**config.mk**
```make
export PLATFORM = sky130hd
export DESIGN_NAME = redirect_sched
export DESIGN_NICKNAME = d
export VERILOG_FILES = /design/src/rtl/redirect_sched.sv
export SDC_FILE = /design/constraint.sdc
export NUM_CORES = 1
export LEC_CHECK = 0
export ABC_AREA = 1
export CAP_MARGIN = 20
export CORE_MARGIN = 5
export CORE_UTILIZATION = 48
export DETAILED_ROUTE_END_ITERATION = 6
export MAX_ROUTING_LAYER = met4
export PLACE_DENSITY = 0.86
export SYNTH_ARGS = -nofsm -noshare
export SYNTH_HDL_FRONTEND = slang
export SYNTH_SLANG_ARGS = --single-unit
export TNS_END_PERCENT = 10
```
**constraint.sdc**
```tcl
create_clock -name clk -period 4.85 [get_ports clk]
set_clock_uncertainty 0.05 [all_clocks]
set_input_delay 1.455 -clock clk [delete_from_list [all_inputs] [get_ports clk]]
set_output_delay 1.455 -clock clk [all_outputs]
set_load 0.05 [all_outputs]
```
**src/rtl/redirect_sched.sv**
```systemverilog
// -----------------------------------------------------------------------------
// redirect_sched
//
// Arbitrates per-target-port redirect requests and sequences exactly one
// route override at a time onto the crossbar config port:
//   program (enable=1, valid/ready) -> hold for a bounded window -> remove
//   (enable=0, valid/ready).
// Round-robin fairness across target ports. A port that has been acknowledged
// is not granted again until it deasserts its request.
//
// Ports:
//   clk, rst_n           clock, synchronous active-low reset
//   req_valid_i[p]       level redirect request of target port p
//   req_source_i/target  packed per-port source/target initiator indices
//   req_ack_o[p]         one-cycle pulse when port p is granted or dropped
//   cfg_valid_o/ready_i  config command handshake towards the crossbar
//   cfg_enable_o         1 = apply override, 0 = remove override
//   cfg_port/source/target_o  command payload (stable while valid & !ready)
//   override_active_o    high during the hold window of an applied override
//   active_port_o        port owning the current (or last) grant
//   busy_o               sequencer is not idle
//   drop_cnt_o           saturating count of requests dropped as src == tgt
// -----------------------------------------------------------------------------
module redirect_sched #(
  parameter int N_TARG_PORT = 7,
  parameter int LOG_N_INIT  = 2,
  parameter int HOLD_CYCLES = 16,
  parameter int CNT_W       = 8,
  parameter int PORT_W      = $clog2(N_TARG_PORT)
) (
  input  logic                              clk,
  input  logic                              rst_n,
  input  logic [N_TARG_PORT-1:0]            req_valid_i,
  input  logic [N_TARG_PORT*LOG_N_INIT-1:0] req_source_i,
  input  logic [N_TARG_PORT*LOG_N_INIT-1:0] req_target_i,
  output logic [N_TARG_PORT-1:0]            req_ack_o,
  output logic                              cfg_valid_o,
  input  logic                              cfg_ready_i,
  output logic                              cfg_enable_o,
  output logic [PORT_W-1:0]                 cfg_port_o,
  output logic [LOG_N_INIT-1:0]             cfg_source_o,
  output logic [LOG_N_INIT-1:0]             cfg_target_o,
  output logic                              override_active_o,
  output logic [PORT_W-1:0]                 active_port_o,
  output logic                              busy_o,
  output logic [7:0]                        drop_cnt_o
);

  typedef enum logic [1:0] {IDLE, PROG, HOLD, UNPROG} state_t;

  state_t                   state;
  logic [PORT_W-1:0]        rr_ptr;
  logic [N_TARG_PORT-1:0]   served;
  logic [PORT_W-1:0]        port_q;
  logic [LOG_N_INIT-1:0]    src_q;
  logic [LOG_N_INIT-1:0]    tgt_q;
  logic [CNT_W-1:0]         hold_cnt;
  logic                     cfg_valid_q;
  logic                     cfg_enable_q;
  logic                     override_q;
  logic                     busy_q;
  logic [7:0]               drop_q;

  logic [LOG_N_INIT-1:0]    src_arr [N_TARG_PORT];
  logic [LOG_N_INIT-1:0]    tgt_arr [N_TARG_PORT];
  logic [N_TARG_PORT-1:0]   eligible;
  logic                     grant_found;
  logic [PORT_W-1:0]        grant_port;
  logic [LOG_N_INIT-1:0]    grant_src;
  logic [LOG_N_INIT-1:0]    grant_tgt;
  logic                     grant_degen;
  logic                     grant_now;

  // (base + off) mod N_TARG_PORT, valid for base < N and off < N.
  function automatic logic [PORT_W-1:0] wrap_add(input logic [PORT_W-1:0] base,
                                                 input int off);
    logic [PORT_W:0] s;
    s = {1'b0, base} + (PORT_W+1)'(off);
    if (s >= (PORT_W+1)'(N_TARG_PORT))
      s = s - (PORT_W+1)'(N_TARG_PORT);
    return s[PORT_W-1:0];
  endfunction

  function automatic logic [7:0] sat_inc8(input logic [7:0] v);
    return (v == 8'hFF) ? v : v + 8'd1;
  endfunction

  always_comb begin
    for (int i = 0; i < N_TARG_PORT; i++) begin
      src_arr[i] = req_source_i[i*LOG_N_INIT +: LOG_N_INIT];
      tgt_arr[i] = req_target_i[i*LOG_N_INIT +: LOG_N_INIT];
    end
  end

  // A port stays ineligible after its ack until it drops its request.
  assign eligible = req_valid_i & ~served;

  // Round-robin search: walk from the lowest priority candidate to the
  // highest so the last hit (closest to rr_ptr) wins.
  always_comb begin
    grant_found = 1'b0;
    grant_port  = '0;
    for (int k = N_TARG_PORT - 1; k >= 0; k--) begin
      if (eligible[wrap_add(rr_ptr, k)]) begin
        grant_found = 1'b1;
        grant_port  = wrap_add(rr_ptr, k);
      end
    end
  end

  assign grant_src   = src_arr[grant_port];
  assign grant_tgt   = tgt_arr[grant_port];
  assign grant_degen = (grant_src == grant_tgt);

  // The ack must pulse in the decision cycle, so it is a decode of the
  // registered state and the live requests; it is masked during reset.
  assign grant_now = rst_n && (state == IDLE) && grant_found;
  assign req_ack_o = grant_now ? (N_TARG_PORT'(1) << grant_port) : '0;

  // ---- stage: sequencer state and registered command outputs ----
  always_ff @(posedge clk) begin
    if (!rst_n) begin
      state        <= IDLE;
      rr_ptr       <= '0;
      served       <= '0;
      port_q       <= '0;
      src_q        <= '0;
      tgt_q        <= '0;
      hold_cnt     <= '0;
      cfg_valid_q  <= 1'b0;
      cfg_enable_q <= 1'b0;
      override_q   <= 1'b0;
      busy_q       <= 1'b0;
      drop_q       <= '0;
    end else begin
      served <= req_valid_i & (served | req_ack_o);

      unique case (state)
        IDLE: begin
          if (grant_found) begin
            port_q <= grant_port;
            src_q  <= grant_src;
            tgt_q  <= grant_tgt;
            if (grant_degen) begin
              // Redirecting a source onto itself is meaningless: acknowledge
              // and count it, but never touch the crossbar.
              drop_q <= sat_inc8(drop_q);
              rr_ptr <= wrap_add(grant_port, 1);
            end else begin
              state        <= PROG;
              cfg_valid_q  <= 1'b1;
              cfg_enable_q <= 1'b1;
              busy_q       <= 1'b1;
            end
          end
        end

        PROG: begin
          if (cfg_ready_i) begin
            state       <= HOLD;
            cfg_valid_q <= 1'b0;
            hold_cnt    <= CNT_W'(HOLD_CYCLES - 1);
            override_q  <= 1'b1;
          end
        end

        HOLD: begin
          hold_cnt <= hold_cnt - CNT_W'(1);
          // Leave early if the owner withdraws its request.
          if (hold_cnt == '0 || !req_valid_i[port_q]) begin
            state        <= UNPROG;
            cfg_valid_q  <= 1'b1;
            cfg_enable_q <= 1'b0;
            override_q   <= 1'b0;
          end
        end

        UNPROG: begin
          if (cfg_ready_i) begin
            state       <= IDLE;
            cfg_valid_q <= 1'b0;
            busy_q      <= 1'b0;
            rr_ptr      <= wrap_add(port_q, 1);
          end
        end

        default: state <= IDLE;
      endcase
    end
  end

  assign cfg_valid_o       = cfg_valid_q;
  assign cfg_enable_o      = cfg_enable_q;
  assign cfg_port_o        = port_q;
  assign cfg_source_o      = src_q;
  assign cfg_target_o      = tgt_q;
  assign override_active_o = override_q;
  assign active_port_o     = port_q;
  assign busy_o            = busy_q;
  assign drop_cnt_o        = drop_q;

endmodule

```
Word level (Yosys, flattened, before mapping):

Index checks and enable logic that the tools add are counted.

* input bits: 38
* word-level logic and storage cells: 155
* flip-flop bits (word level): 39

* shift-type cells: 1
* bitwise gates (word level): 6
* magnitude comparators: 18
* mux-type cells: 68
* add/subtract/negate cells: 19
* eq/ne operators: 12
* reductions and logical operators: 19

Operators with widths (number)
* 3-bit two-way mux: 19
* 4-bit by 3-bit greater-or-equal comparator with 1-bit output, second input constant: 8
* 3-bit by 4-bit less-than comparator with 1-bit output, second input constant: 8
* 3-bit subtractor, second input constant: 9
* 1-bit binary-select mux with 3-bit select: 8
* 1-bit two-way mux: 21
* 4-bit AND reduction: 5
* 2-bit two-way mux: 9
* 8-bit one-hot mux with 2 select lines: 1
* 7-bit AND: 2
* 3-bit by 1-bit adder with 4-bit output, second input constant: 3
* 3-bit by 3-bit adder with 4-bit output, second input constant: 3
* 2-bit binary-select mux with 3-bit select: 2
* 2-bit inequality test, second input constant: 6
* 3-bit by 2-bit adder with 4-bit output, second input constant: 2
* 8-bit by 1-bit adder with 8-bit output, second input constant: 1
* 8-bit == test, second input constant: 1
* 8-bit logical NOT: 1
* 8-bit two-way mux: 1
* 2-bit one-hot mux with 4 select lines: 1
* 8-bit by 1-bit subtractor with 8-bit output, second input constant: 1
* 7-bit two-way mux: 1
* 7-bit NOT: 1
* 7-bit OR: 1
* 21 further kinds: 28

Logic depth before layout (Yosys ltp):

Gate-level depths: netlist (run 1).

* depth in word-level cells: 20
* gate-level depth with buffers: 34

Worst setup path after synthesis (run 1):

OpenSTA, ideal clock, no wires.

* path type: input port to output port
* start: input req_valid_i[5]
* end: output req_ack_o[6]
* arrival: 3812 ps
* stages: 19
* path slack: -467 ps
* path through: inv_1 or2_1 clkbuf_1 nor2_1 o21ai_1 or2_1 inv_2 nor2_4 nand2_1 inv_1 nand2_1 nand2_2 nand2_4 nand2_8 buf_8 inv_1 ha_1 nand2_1 nor2_1

* word-level cells in the longest chain between the ends: 12

RTL lines
* start, declared: line 33 `input logic [N_TARG_PORT-1:0] req_valid_i,`
* 7-bit AND *: line 96 `assign eligible = req_valid_i & ~served;`
* 1-bit binary-select mux with 3-bit select: line 104 `if (eligible[wrap_add(rr_ptr, k)]) begin`
* 1-bit two-way mux (implied by the code): line 104
* 3-bit two-way mux / 1-bit two-way mux (equally long branches) (7 in series): line 104
* 1-bit by 3-bit left shift with 7-bit output / 1-bit logical AND (equally long branches): line 118, 117
* 7-bit two-way mux *: line 118 `assign req_ack_o = grant_now ? (N_TARG_PORT'(1) << grant_port) : '0;`
* end, declared: line 36 `output logic [N_TARG_PORT-1:0] req_ack_o,`

Every way passes the cells marked *; elsewhere a longest branch is shown, timed or not. The select of a mux whose other input is x is not followed.

Final worst setup path (run 1):

* start: input req_valid_i[5]
* end: output req_ack_o[2]

* word-level cells in the longest chain between the ends: 12

RTL lines
* 7-bit AND *: line 96
* 1-bit binary-select mux with 3-bit select: line 104
* 1-bit two-way mux (implied by the code): line 104
* 3-bit two-way mux (6 in series): line 104
* 3-bit two-way mux *: line 104
* named net grant_port[1]: line 68 `logic [PORT_W-1:0] grant_port;`
* 1-bit by 3-bit left shift with 7-bit output *: line 118
* 7-bit two-way mux *: line 118

The timed path passes the listed nets; every way through them passes the cells marked *. The select of a mux whose other input is x is not followed.

==> impl_results.md, run 1 <==
- Outcome: finished, violations left
- Failing checks: negative setup slack
- F_max: 199.1 MHz
- Clock Latency Late Sink: 300 ps
- Hold path depth: 2
- CP arrival: 3520 ps
- Synth Register Bits: 39
- Slew HR: 0.6456
- RSZ-0062 raised after global routing: true
- Final GP Congestion: 1.059
- TritonCTS Buffers: 5
- Number of global-route vias before repair: 4896
- H-tree lvl count: 2
- Share of cells above drive strength 1: 0.2804
- Setup crit start kind: input pin
- Kind of critical path: in2out
- Die W: 102.0 um
- Worst Tran Pin Value: 530.0 ps
- Row count: 33
- Worst hold endpoint: override_active_o
- Port Buffers: 66
- Total grt overflow: 0
- Worst setup margin: -172.6 ps
- Most frequent cells in the layout: nand2_1, inv_1, buf_4, nand3_1, clkdlybuf4s50_1
- DR vias/cell: 5.632
- Initial drt markers: 349
- Max clock buf depth: 2
- Async SR Flop Fraction: 0
- CTS clk-pin slew, worst paths: roughly 90 ps
- Nets@finish: 862
- Largest family of logic cells by synthesized area: simple AND/OR/NAND/NOR gates
- Pin count of the biggest net entering global routing: 19
- Simple-gate area share of the yosys netlist: 0.4319
- Diodes inserted: 0
- Critical Path Max Stage Delay: approximately 270 ps
- Final Core Density: 0.7090
- Area share of fa/ha/maj cells after synthesis: 0.08385
- CTS Sinks: 39
- Reg-to-Reg Start: rr_ptr[2]
- Static leakage: 2.811 nW
- Placed Area: 5309 um2
- Period utilization: 1.036
- Yosys Warn Count: 0
- DP HPWL: 10180 um
- Top FF cell, synth: dfxtp_1
- Mapped Area: 4059 um2
- Syn Area/Cell: 6.058 um2
- P per Cell Area: 662.5 nW/um2
- Worst Path Required: 3350 ps
- Slowest stage cell, crit path: or2_4
- Via count: 5091
- CTS tree: built
- CP Cell Sequence: buf_6 -> inv_2 -> or2_4 -> nand2_2 -> nand3_2 -> nand3_2 -> nand2_2 -> nor2_2 -> nand3_1 -> nand3_1 -> nand2_1 -> nand2_1 -> nand2_2 -> a21oi_4 -> buf_6 -> ha_4 -> nand2_4 -> nor2_4 -> buf_12
- Post-Syn Instances: 670
- Seq/Total Area, Yosys: 0.1924
- Critical path capture point type: primary output
- Crit path buffers/inverters: 4
- Antenna-violating nets left: 0
- Die area: 10390 um2
- Hold buffers post-CTS: 0
- Commonest non-fill, non-tap cell in the layout: nand2_1
- Hold Path Class: reg2reg
- Die Span Y: 102.0 um
- DR pass1 iterations: 7
- Routed len/inst: 15.44 um
- Initial antenna violation count: 0
- Slew Limit Fails: 0
- Core Region: 8217 um2
- Family with the most delay on the worst path: simple AND/OR/NAND/NOR gates
- Compound-gate portion of the synthesized area: 0.1514
- Post-synthesis mux area share: 0.002466
- Flop-to-flop setup slack: 720 ps
- Routed WL: ~14000 um
- Crit-path most repeated cell: nand2_2
- Starting Density: 0.4940
- Critical R2R Capture: drop_cnt_o[3]
- Synth cell types: 50
- Post-Synth XOR/XNOR Area: 0.01911
- Setup violators final: 7
- Syn nets: 734
- Worst hold start: override_active_o
- I/O Pins: 67
- Final min period: 5023 ps
- Final Instance Area: 5826 um2
- Max-cap violations: 0
- CP Max Fanout: 7
- Final hold vios: 0
- Area Growth Syn to Fin: 43.53%
- Post-synth EDFFs: 0
- Tot GR Track Use: 0.2764
- First-pass GRT wire length: 22740 um
- Peak VDD IR: 0.0005922 V
- Reg2reg path depth: 28
- CTS Root Buffer Type: clkbuf_8
- DRC viols: 0
worst min-delay path, cell delays in order (launching register included):
cell and delay, ps:
dfxtp_1 320, inv_1 50, a21oi_1 50
timing repair:
item | in CTS | in global routing
resized for setup | 93 | 34
pin swaps | 39 | 26
hold endpoints to repair | 0 | 0
setup buffers | 13 | 4
endpoints found under the setup margin | 7 | 7
metal layers:
layer	up-vias	routed length (um)	track usage
met5	-	0	-
met4	0	533	0.1181
met3	55	638	0.02457
met2	192	7089	0.4759
met1	2407	5697	0.3302
li1	2437	-	-
kinds of logic after synthesis:
| family | Yosys count |
|---|---|
| multiplexers | 1 |
| AND/OR/NAND/NOR | 376 |
| flip-flops | 39 |
| AO/OA/AOI/OAI | 106 |
| buffers and inverters | 114 |
| adder cells (fa/ha/maj) | 26 |
| XOR/XNOR | 8 |
area by class of cell:
type                    count  area, um2
well taps                 105      131.4
repair buffers            136       1282
clock buffers               5      68.82
fillers                   626       2391
clock inverters             3      23.77
multi-input cells         517       3143
flip-flops and latches     39      785.8
inverters                  99      390.4
synth_stat cells, types with 2 or more instances:
| master | number | share of area |
|---|---|---|
| a21oi_1 | 32 | 0.039 |
| o211ai_1 | 4 | 0.0074 |
| fa_1 | 2 | 0.0099 |
| inv_2 | 12 | 0.011 |
| nand2_2 | 10 | 0.015 |
| nand2_1 | 186 | 0.17 |
| o21ai_1 | 14 | 0.017 |
| o21a_1 | 2 | 0.0037 |
| nand2_4 | 3 | 0.0083 |
| buf_2 | 2 | 0.0025 |
| dfxtp_1 | 39 | 0.19 |
| nand3_4 | 2 | 0.0086 |
| inv_1 | 83 | 0.077 |
| a32oi_1 | 2 | 0.0043 |
| clkinv_1 | 2 | 0.0019 |
| nand3b_1 | 5 | 0.0092 |
| a31oi_1 | 4 | 0.0062 |
| ha_1 | 24 | 0.074 |
| nor3_1 | 8 | 0.0099 |
| nand4_1 | 14 | 0.022 |
| clkbuf_1 | 4 | 0.0037 |
| o21ai_2 | 8 | 0.017 |
| nor2_4 | 3 | 0.0083 |
| buf_6 | 3 | 0.0083 |
| xnor2_1 | 4 | 0.0086 |
| nand3_1 | 66 | 0.081 |
| or2_2 | 4 | 0.0062 |
| o31ai_1 | 3 | 0.0055 |
| or2_1 | 3 | 0.0046 |
| buf_4 | 4 | 0.0074 |
| nor2_1 | 59 | 0.055 |
| nand3_2 | 8 | 0.020 |
| xor2_1 | 3 | 0.0065 |
| a21oi_2 | 2 | 0.0043 |
| o21ai_0 | 31 | 0.038 |
sequential cells by signal, summed over array words and instances, names as in the netlist:
register           cells
busy_o                 1
active_port_o          3
hold_cnt               8
override_active_o      1
rr_ptr                 3
cfg_target_o           2
cfg_source_o           2
cfg_enable_o           1
drop_cnt_o             8
served                 7
state                  2
cfg_valid_o            1
per-stage QoR:
| step | setup slack [ps] | total power, mW | hold WS (ps) | setup TNS, ps | std cells |
|---|---|---|---|---|---|
| 3_5_place_dp | -677.9 | 3.307 | 394.4 | -4210 | 879 |
| 3_3_place_gp | -598.5 | 3.226 | 388.2 | -4000 | 879 |
| 6_report | -172.6 | 3.859 | 409.5 | -936.3 | 904 |
| 2_1_floorplan | -33.91 | 2.483 | 419.8 | -176.0 | 670 |
| 4_1_cts | -106.7 | 3.709 | 411.3 | -402.3 | 900 |
| 5_1_grt | -272.7 | 4.154 | 457.5 | -1693 | 904 |
how the worst max path moves through the flow:
stage          slack (ps)           end  depth (start not counted)            from
2_1_floorplan         -30  req_ack_o[2]                         19  req_valid_i[5]
6_report             -170  req_ack_o[2]                         19  req_valid_i[5]
3_5_place_dp         -680  req_ack_o[3]                         18  req_valid_i[5]
5_1_grt              -270  req_ack_o[2]                         20  req_valid_i[2]
4_1_cts              -110  req_ack_o[6]                         21  req_valid_i[3]
3_3_place_gp         -600  req_ack_o[3]                         18  req_valid_i[2]
report_power, final:
part / switching, mW / internal (mW)
combinational: 1.96 / 1.17
clock: 0.134 / 0.103
sequential: 0.0791 / 0.411
total: 2.17 / 1.69
Power figures use the tool's default switching activity.
==> run 2, diff against run 1 <==
--- a/config.mk
+++ b/config.mk
@@ -5,10 +5,11 @@
 export SDC_FILE = /design/constraint.sdc
 export NUM_CORES = 1
 export LEC_CHECK = 0
-export ABC_AREA = 1
+export ABC_AREA = 0
 export CAP_MARGIN = 20
 export CORE_MARGIN = 5
 export CORE_UTILIZATION = 48
+export CTS_CLUSTER_DIAMETER = 40
 export DETAILED_ROUTE_END_ITERATION = 6
 export MAX_ROUTING_LAYER = met4
 export PLACE_DENSITY = 0.86
==> run 2 against run 1 <==
The flow still finishes with violations (negative setup slack). Fmax decreased by 5.5%. Routed wire length is 19% higher. Sequential power increased by 8.4%.
==> impl_results.md, run 2 <==
- Die area: 10440 um2 (+0.42%)
- First-pass GRT wire length: 25720 um (+13%)
- Top post-synthesis cells by area: dfxtp_1, ha_1, a21oi_1
- Failing checks: negative setup slack
- Initial drt markers: 236 (-32%)
- CTS Root Buffer Type: clkbuf_8
- Hold buffers post-CTS: 0 (unchanged)
- Commonest non-fill, non-tap cell in the layout: buf_4
- Peak VDD IR: 0.001068 V (+80%)
- Finished Layout Cells: 794 (-12%)
- P per Cell Area: 740.6 nW/um2 (+12%)
- DR pass1 iterations: 5 (-2)
- Synth cell types: 77 (+54%)
- Placed insts: 774 (-12%)
- CP startpoint: req_valid_i[0]
- CP arrival: 3810 ps (+290 ps)
- RSZ-0062 raised after global routing: true
- Static leakage: 2.670 nW (-5.0%)
- Slew Limit Fails: 0 (unchanged)
- Die W: 102.2 um (+0.21%)
- Outcome: finished, violations left
- Slowest stage cell, crit path: a311o_2
- CTS Sinks: 39 (unchanged)
- Seq/Total Area, Yosys: 0.1915 (-0.0008853)
- Worst Tran Pin Value: 769.1 ps (+239.1 ps)
- Most frequent cells in the layout: buf_4, clkdlybuf4s50_1, nor2_1, dfxtp_1
- Starting Density: 0.4938 (about the same)
- Area Growth Syn to Fin: 52.75%
- Reg2reg path depth: 18 (-36%)
- Critical R2R Capture: drop_cnt_o[4]
- Row count: 33 (unchanged)
- Yosys top cell by area: dfxtp_1
- Multi-input logic area: 3431 um2 (+9.2%)
- Mapped Area: 4078 um2 (+0.46%)
- Kind of critical path: in2out
- Filler cells: 570 (-8.9%)
- Period utilization: 1.096 (+0.06056)
- Hold Path Class: reg2reg
- Top-count cell post-synth: nor2_1
- Diodes inserted: 0 (unchanged)
- CP Cell Sequence: buf_6 -> nor2b_4 -> or4_4 -> o311a_4 -> a2bb2oi_4 -> buf_6 -> a311oi_1 -> a311o_2 -> ha_4 -> ha_4 -> and3_4 -> buf_12
- Initial antenna violation count: 0 (unchanged)
- Antenna-violating nets left: 0 (unchanged)
- Syn nets: 588 (-20%)
- DRC viols: 0 (unchanged)
- Async SR Flop Fraction: 0 (unchanged)
- CP Max Fanout: 5 (-2)
- Final hold vios: 0 (unchanged)
- DR vias/cell: 6.292 (+12%)
- Flop-to-flop setup slack: -130 ps (-850 ps)
- Critical Path Max Stage Delay: 460 ps (+190 ps)
- Pin count of the biggest net entering global routing: 24 (+5)
- Routed len/inst: 20.83 um (+35%)
- Routed WL: 16540 um (+19%)
- Max clock buf depth: 2 (unchanged)
- Via count: 4996 (-1.9%)
- Max-cap violations: 0 (unchanged)
- Post-Syn Instances: 524 (-22%)
- CTS tree: built
- H-tree lvl count: 2 (unchanged)
- Reg-to-Reg Start: rr_ptr[1]
- Port Buffers: 66 (unchanged)
- Most frequent cells after synthesis: nor2_1, dfxtp_1, a21oi_1, o21ai_0, nand3_1
- Clock Latency Late Sink: 300 ps (about the same)
- Core Region: 8258 um2 (+0.50%)
- Yosys Warn Count: 0 (unchanged)
- Critical path capture point type: primary output
- Post-synth EDFFs: 0 (unchanged)
- Setup crit start kind: input pin
- Final GP Congestion: 0.9096 (-14%)
- Final min period: 5316 ps (+293.7 ps)
- F_max: 188.1 MHz (-5.5%)
- Top FF cell, synth: dfxtp_1
- Die Span Y: 102.2 um (+0.21%)
- I/O Pins: 67 (unchanged)
- Syn Area/Cell: 7.782 um2 (+28%)
- TritonCTS Buffers: 5 (unchanged)
- DP HPWL: 11760 um (+15%)
- Synth Register Bits: 39 (unchanged)
- Total grt overflow: 0 (unchanged)
- Worst setup margin: -466.3 ps (-293.7 ps)
- Nets@finish: 752 (-13%)
- Area share of the largest cell type after synthesis: 0.1915 (-0.0008853)
- Worst Setup EP: req_ack_o[3]
- Number of global-route vias before repair: 5094 (+4.0%)
- Tot GR Track Use: 0.3199 (+0.04349)
- Slew HR: 0.4867 (-0.1589)
- CTS clk-pin slew, worst paths: 80 ps (about the same)
- FF/Latch Area: 782.0 um2 (-0.48%)
- Share of cells above drive strength 1: 0.3411 (+0.06072)
- Worst Path Required: 3350 ps (about the same)
- Power Total: 4.613 mW (+20%)
- Setup violators final: 20 (+13)
## run 2: cell count changes after synthesis, moves of 11 or more
cell	previous run	this run
nand2_1	186	30
inv_1	83	19
nand3_1	66	34
mux2i_1	1	18
nand2b_1	0	14
nor2_1	59	46
o21ai_1	14	2
or4_1	0	12
a211oi_1	0	11
and2_1	1	12
nor2b_1	0	11
## run 2: cell families after synthesis
kind of cell,share of synthesized area
AOI/OAI and AO/OA,0.2878
DFF,0.1915
xor gates and xnor gates,0.02976
buffers and inverters,0.06689
and+or+nand+nor,0.2565
muxes,0.08408
adders and majority gates,0.08346
## run 2: layer usage
metal | vias up | wire, um | track usage
met5 | - | 0 | -
met4 | 0 | 748 | 0.1221
met3 | 74 | 859 | 0.03481
met2 | 231 | 8620 | 0.5857
met1 | 2394 | 6313 | 0.3540
li1 | 2297 | - | -
## run 2: worst min-delay path by stage
| stage | from | endpoint | slack, ps | cells past startpoint |
|---|---|---|---|---|
| 6_report | cfg_valid_o | cfg_valid_o | 420 | 2 |
| 5_1_grt | rr_ptr[1] | rr_ptr[1] | 460 | 2 |
| 4_1_cts | cfg_valid_o | cfg_valid_o | 420 | 2 |
| 3_5_place_dp | cfg_valid_o | cfg_valid_o | 400 | 2 |
| 3_3_place_gp | cfg_valid_o | cfg_valid_o | 390 | 2 |
| 2_1_floorplan | hold_cnt[7] | hold_cnt[7] | 410 | 2 |
## run 2: worst max-delay path: cells and delay by family
family / cells / cell delay, ps
AND/OR/NAND/NOR: 3 / 720
adder cells (fa/ha/maj): 2 / 350
buffers and inverters: 3 / 380
AO/OA/AOI/OAI: 4 / 910
## run 2: layout make-up
type | count | share of cell area
Timing Repair Buffer | 189 | 0.2696
Clock inverter | 2 | 0.005625
Inverter | 22 | 0.01406
Clock buffer | 6 | 0.01326
Tap cell | 105 | 0.02109
Sequential cell | 39 | 0.1256
Multi-Input combinational cell | 431 | 0.5508
## run 2: per-stage QoR
stage                     TNS [ps]  worst slack, ps  instance area (um2)    util  hold WS (ps)
after global routing         -6144           -522.0                 6228  0.7542         458.2
after global placement      -15920           -872.3                 5615  0.6800         394.2
final                        -3447           -466.3                 6228  0.7542         419.4
after floorplan              -1998           -327.7                 4104       -         408.1
after CTS                    -2538           -375.6                 6145  0.7441         420.2
after detailed placement    -17860           -960.4                 5615  0.6800         403.9
## run 2: what timing repair did
action / in CTS / in global routing
buffers inserted: 12 / 2
gates resized for setup: 110 / 15
endpoints found under the setup margin: 23 / 23
pin swaps: 27 / 12
## run 2: power by group
part / switching [mW] / leakage, nW / internal [mW]
logic: 2.06 / 2.29 / 1.73
registers: 0.114 / 0.320 / 0.418
clock network: 0.121 / 0.0612 / 0.167
==> run 3, diff against run 2 <==
--- a/config.mk
+++ b/config.mk
@@ -13,6 +13,7 @@
 export DETAILED_ROUTE_END_ITERATION = 6
 export MAX_ROUTING_LAYER = met4
 export PLACE_DENSITY = 0.86
+export SKIP_LAST_GASP = 1
 export SYNTH_ARGS = -nofsm -noshare
 export SYNTH_HDL_FRONTEND = slang
 export SYNTH_SLANG_ARGS = --single-unit
==> run 3 against run 2 <==
The flow still finishes with violations (negative setup slack). Die area is the same. Clock power barely moved. Sequential power barely moved. Register-to-register slack worse by 50 ps. Global-route usage shrank 0.21 points. Power shrank 4.1%. Non-clock buffer count shrank 1. Setup slack improved by 34 ps. Largest cell class unchanged.
==> impl_results.md, run 3 (same netlist as run 2, synthesis figures left out) <==
- H-tree lvl count: 2 (unchanged)
- Max-cap violations: 0 (unchanged)
- Peak VDD IR: 0.0009985 V (-6.5%)
- Power Total: 4.426 mW (-4.1%)
- Hold buffers post-CTS: 0 (unchanged)
- Area Growth Syn to Fin: 50.84%
- Filler cells: 582 (+2.1%)
- Nets@finish: 751 (-0.13%)
- Slew HR: 0.5102 (+0.02347)
- First-pass GRT wire length: 25620 um (-0.38%)
- Max clock buf depth: 2 (unchanged)
- Hold Path Class: reg2reg
- RSZ-0062 raised after global routing: true
- Number of global-route vias before repair: 5097 (+0.059%)
- CTS clk-pin slew, worst paths: 80 ps (about the same)
- F_max: 189.3 MHz (+0.64%)
- DRC viols: 0 (unchanged)
- CTS Root Buffer Type: clkbuf_8
- Tot GR Track Use: 0.3178 (-0.002139)
- TritonCTS Buffers: 5 (unchanged)
- Failing checks: negative setup slack
- Setup violators final: 23 (+15%)
- Setup WS pre-CTS: -960.4 ps (unchanged)
- Die W: 102.2 um (unchanged)
- Slew Limit Fails: 0 (unchanged)
- Clock Latency Late Sink: 300 ps (about the same)
- Routed len/inst: 20.21 um (-3.0%)
- Total grt overflow: 0 (unchanged)
- Final Core Density: 0.7448 (-0.009394)
- Die Span Y: 102.2 um (unchanged)
- DP HPWL: 11760 um (unchanged)
- Final GP Congestion: 0.9096 (unchanged)
- Static leakage: 2.656 nW (-0.52%)
- DR pass1 iterations: 4 (-1)
- I/O Pins: 67 (unchanged)
- Starting Density: 0.4938 (unchanged)
- Critical path capture point type: primary output
- Initial antenna violation count: 0 (unchanged)
- CTS tree: built
- Worst setup margin: -432.4 ps (+33.90 ps)
- CP Max Fanout: 5 (unchanged)
- Setup crit start kind: input pin
- CP arrival: 3780 ps (-30 ps)
- Period utilization: 1.089 (-0.006990)
- Commonest non-fill, non-tap cell in the layout: buf_4
- Worst Path Required: 3350 ps (about the same)
- Row count: 33 (unchanged)
- P per Cell Area: 719.5 nW/um2 (-2.8%)
- Pin count of the biggest net entering global routing: 24 (unchanged)
- CTS Sinks: 39 (unchanged)
- DR vias/cell: 6.197 (-1.5%)
- Die area: 10440 um2 (unchanged)
- Share of cells above drive strength 1: 0.3299 (-0.01113)
- Finished Layout Cells: 793 (-0.13%)
- Most frequent cells in the layout: buf_4, clkdlybuf4s50_1, nor2_1, dfxtp_1, nand3_1
- Diodes inserted: 0 (unchanged)
- Final min period: 5282 ps (-33.90 ps)
- Kind of critical path: in2out
- Routed WL: 16030 um (-3.1%)
- Antenna-violating nets left: 0 (unchanged)
- Port Buffers: 66 (unchanged)
- Via count: 4914 (-1.6%)
- Worst Tran Pin Value: 733.9 ps (-35.17 ps)
- Core Region: 8258 um2 (unchanged)
- Initial drt markers: 231 (-2.1%)
- Outcome: finished, violations left
- Placed insts: 774 (unchanged)
- Final hold vios: 0 (unchanged)
run 3: final cells by class:
type	instances	area (um2)	share of cell area
Sequential cell	39	782.0	0.1271
Clock inverter	2	35.03	0.005696
Inverter	22	87.58	0.01424
Timing Repair Buffer	188	1655	0.2691
Tap cell	105	131.4	0.02136
Multi-Input combinational cell	431	3377	0.5490
Clock buffer	6	82.58	0.01343
run 3: where the power goes:
part / internal, mW / switching [mW] / total [mW]
Clock: 0.167 / 0.118 / 0.285
Combinational: 1.63 / 1.98 / 3.61
Sequential: 0.418 / 0.112 / 0.530
Total: 2.22 / 2.21 / 4.43
run 3: worst paths after layout:
path | to | cells after the start | from | slack, ps
setup / recovery | req_ack_o[3] | 12 | req_valid_i[0] | -430
hold / removal | cfg_valid_o | 2 | cfg_valid_o | 430
setup reg to reg | drop_cnt_o[4] | 19 | rr_ptr[1] | -180
hold reg to reg | cfg_valid_o | 2 | cfg_valid_o | 430
run 3: worst max-delay path, cell delays in order:
cell	delay, ps
buf_6	100
nor2b_4	140
or4_4	430
o311a_4	160
a2bb2oi_4	200
buf_6	120
a311oi_1	80
a311o_2	450
ha_4	180
ha_2	150
and3_4	160
buf_12	140
run 3: metal layers:
metal / GRT usage / share of wire
met2: 0.5737 / 0.52
met5: - / 0
met4: 0.1261 / 0.041
met1: 0.3562 / 0.38
met3: 0.03481 / 0.059
run 3: metrics by stage:
stage               TNS, ps  hold slack (ps)  area [um2]
floorplan             -1998            408.1        4104
detailed placement   -17860            403.9        5615
global placement     -15920            394.2        5615
finish                -5095            425.1        6151
global route          -9174            458.2        6151
CTS                   -3327            420.2        6102
run 3: what timing repair did:
action / in CTS / in global routing
endpoints found under the setup margin: 23 / 23
pin swaps: 22 / 12
resized for setup: 102 / 12
setup buffers: 12 / 2
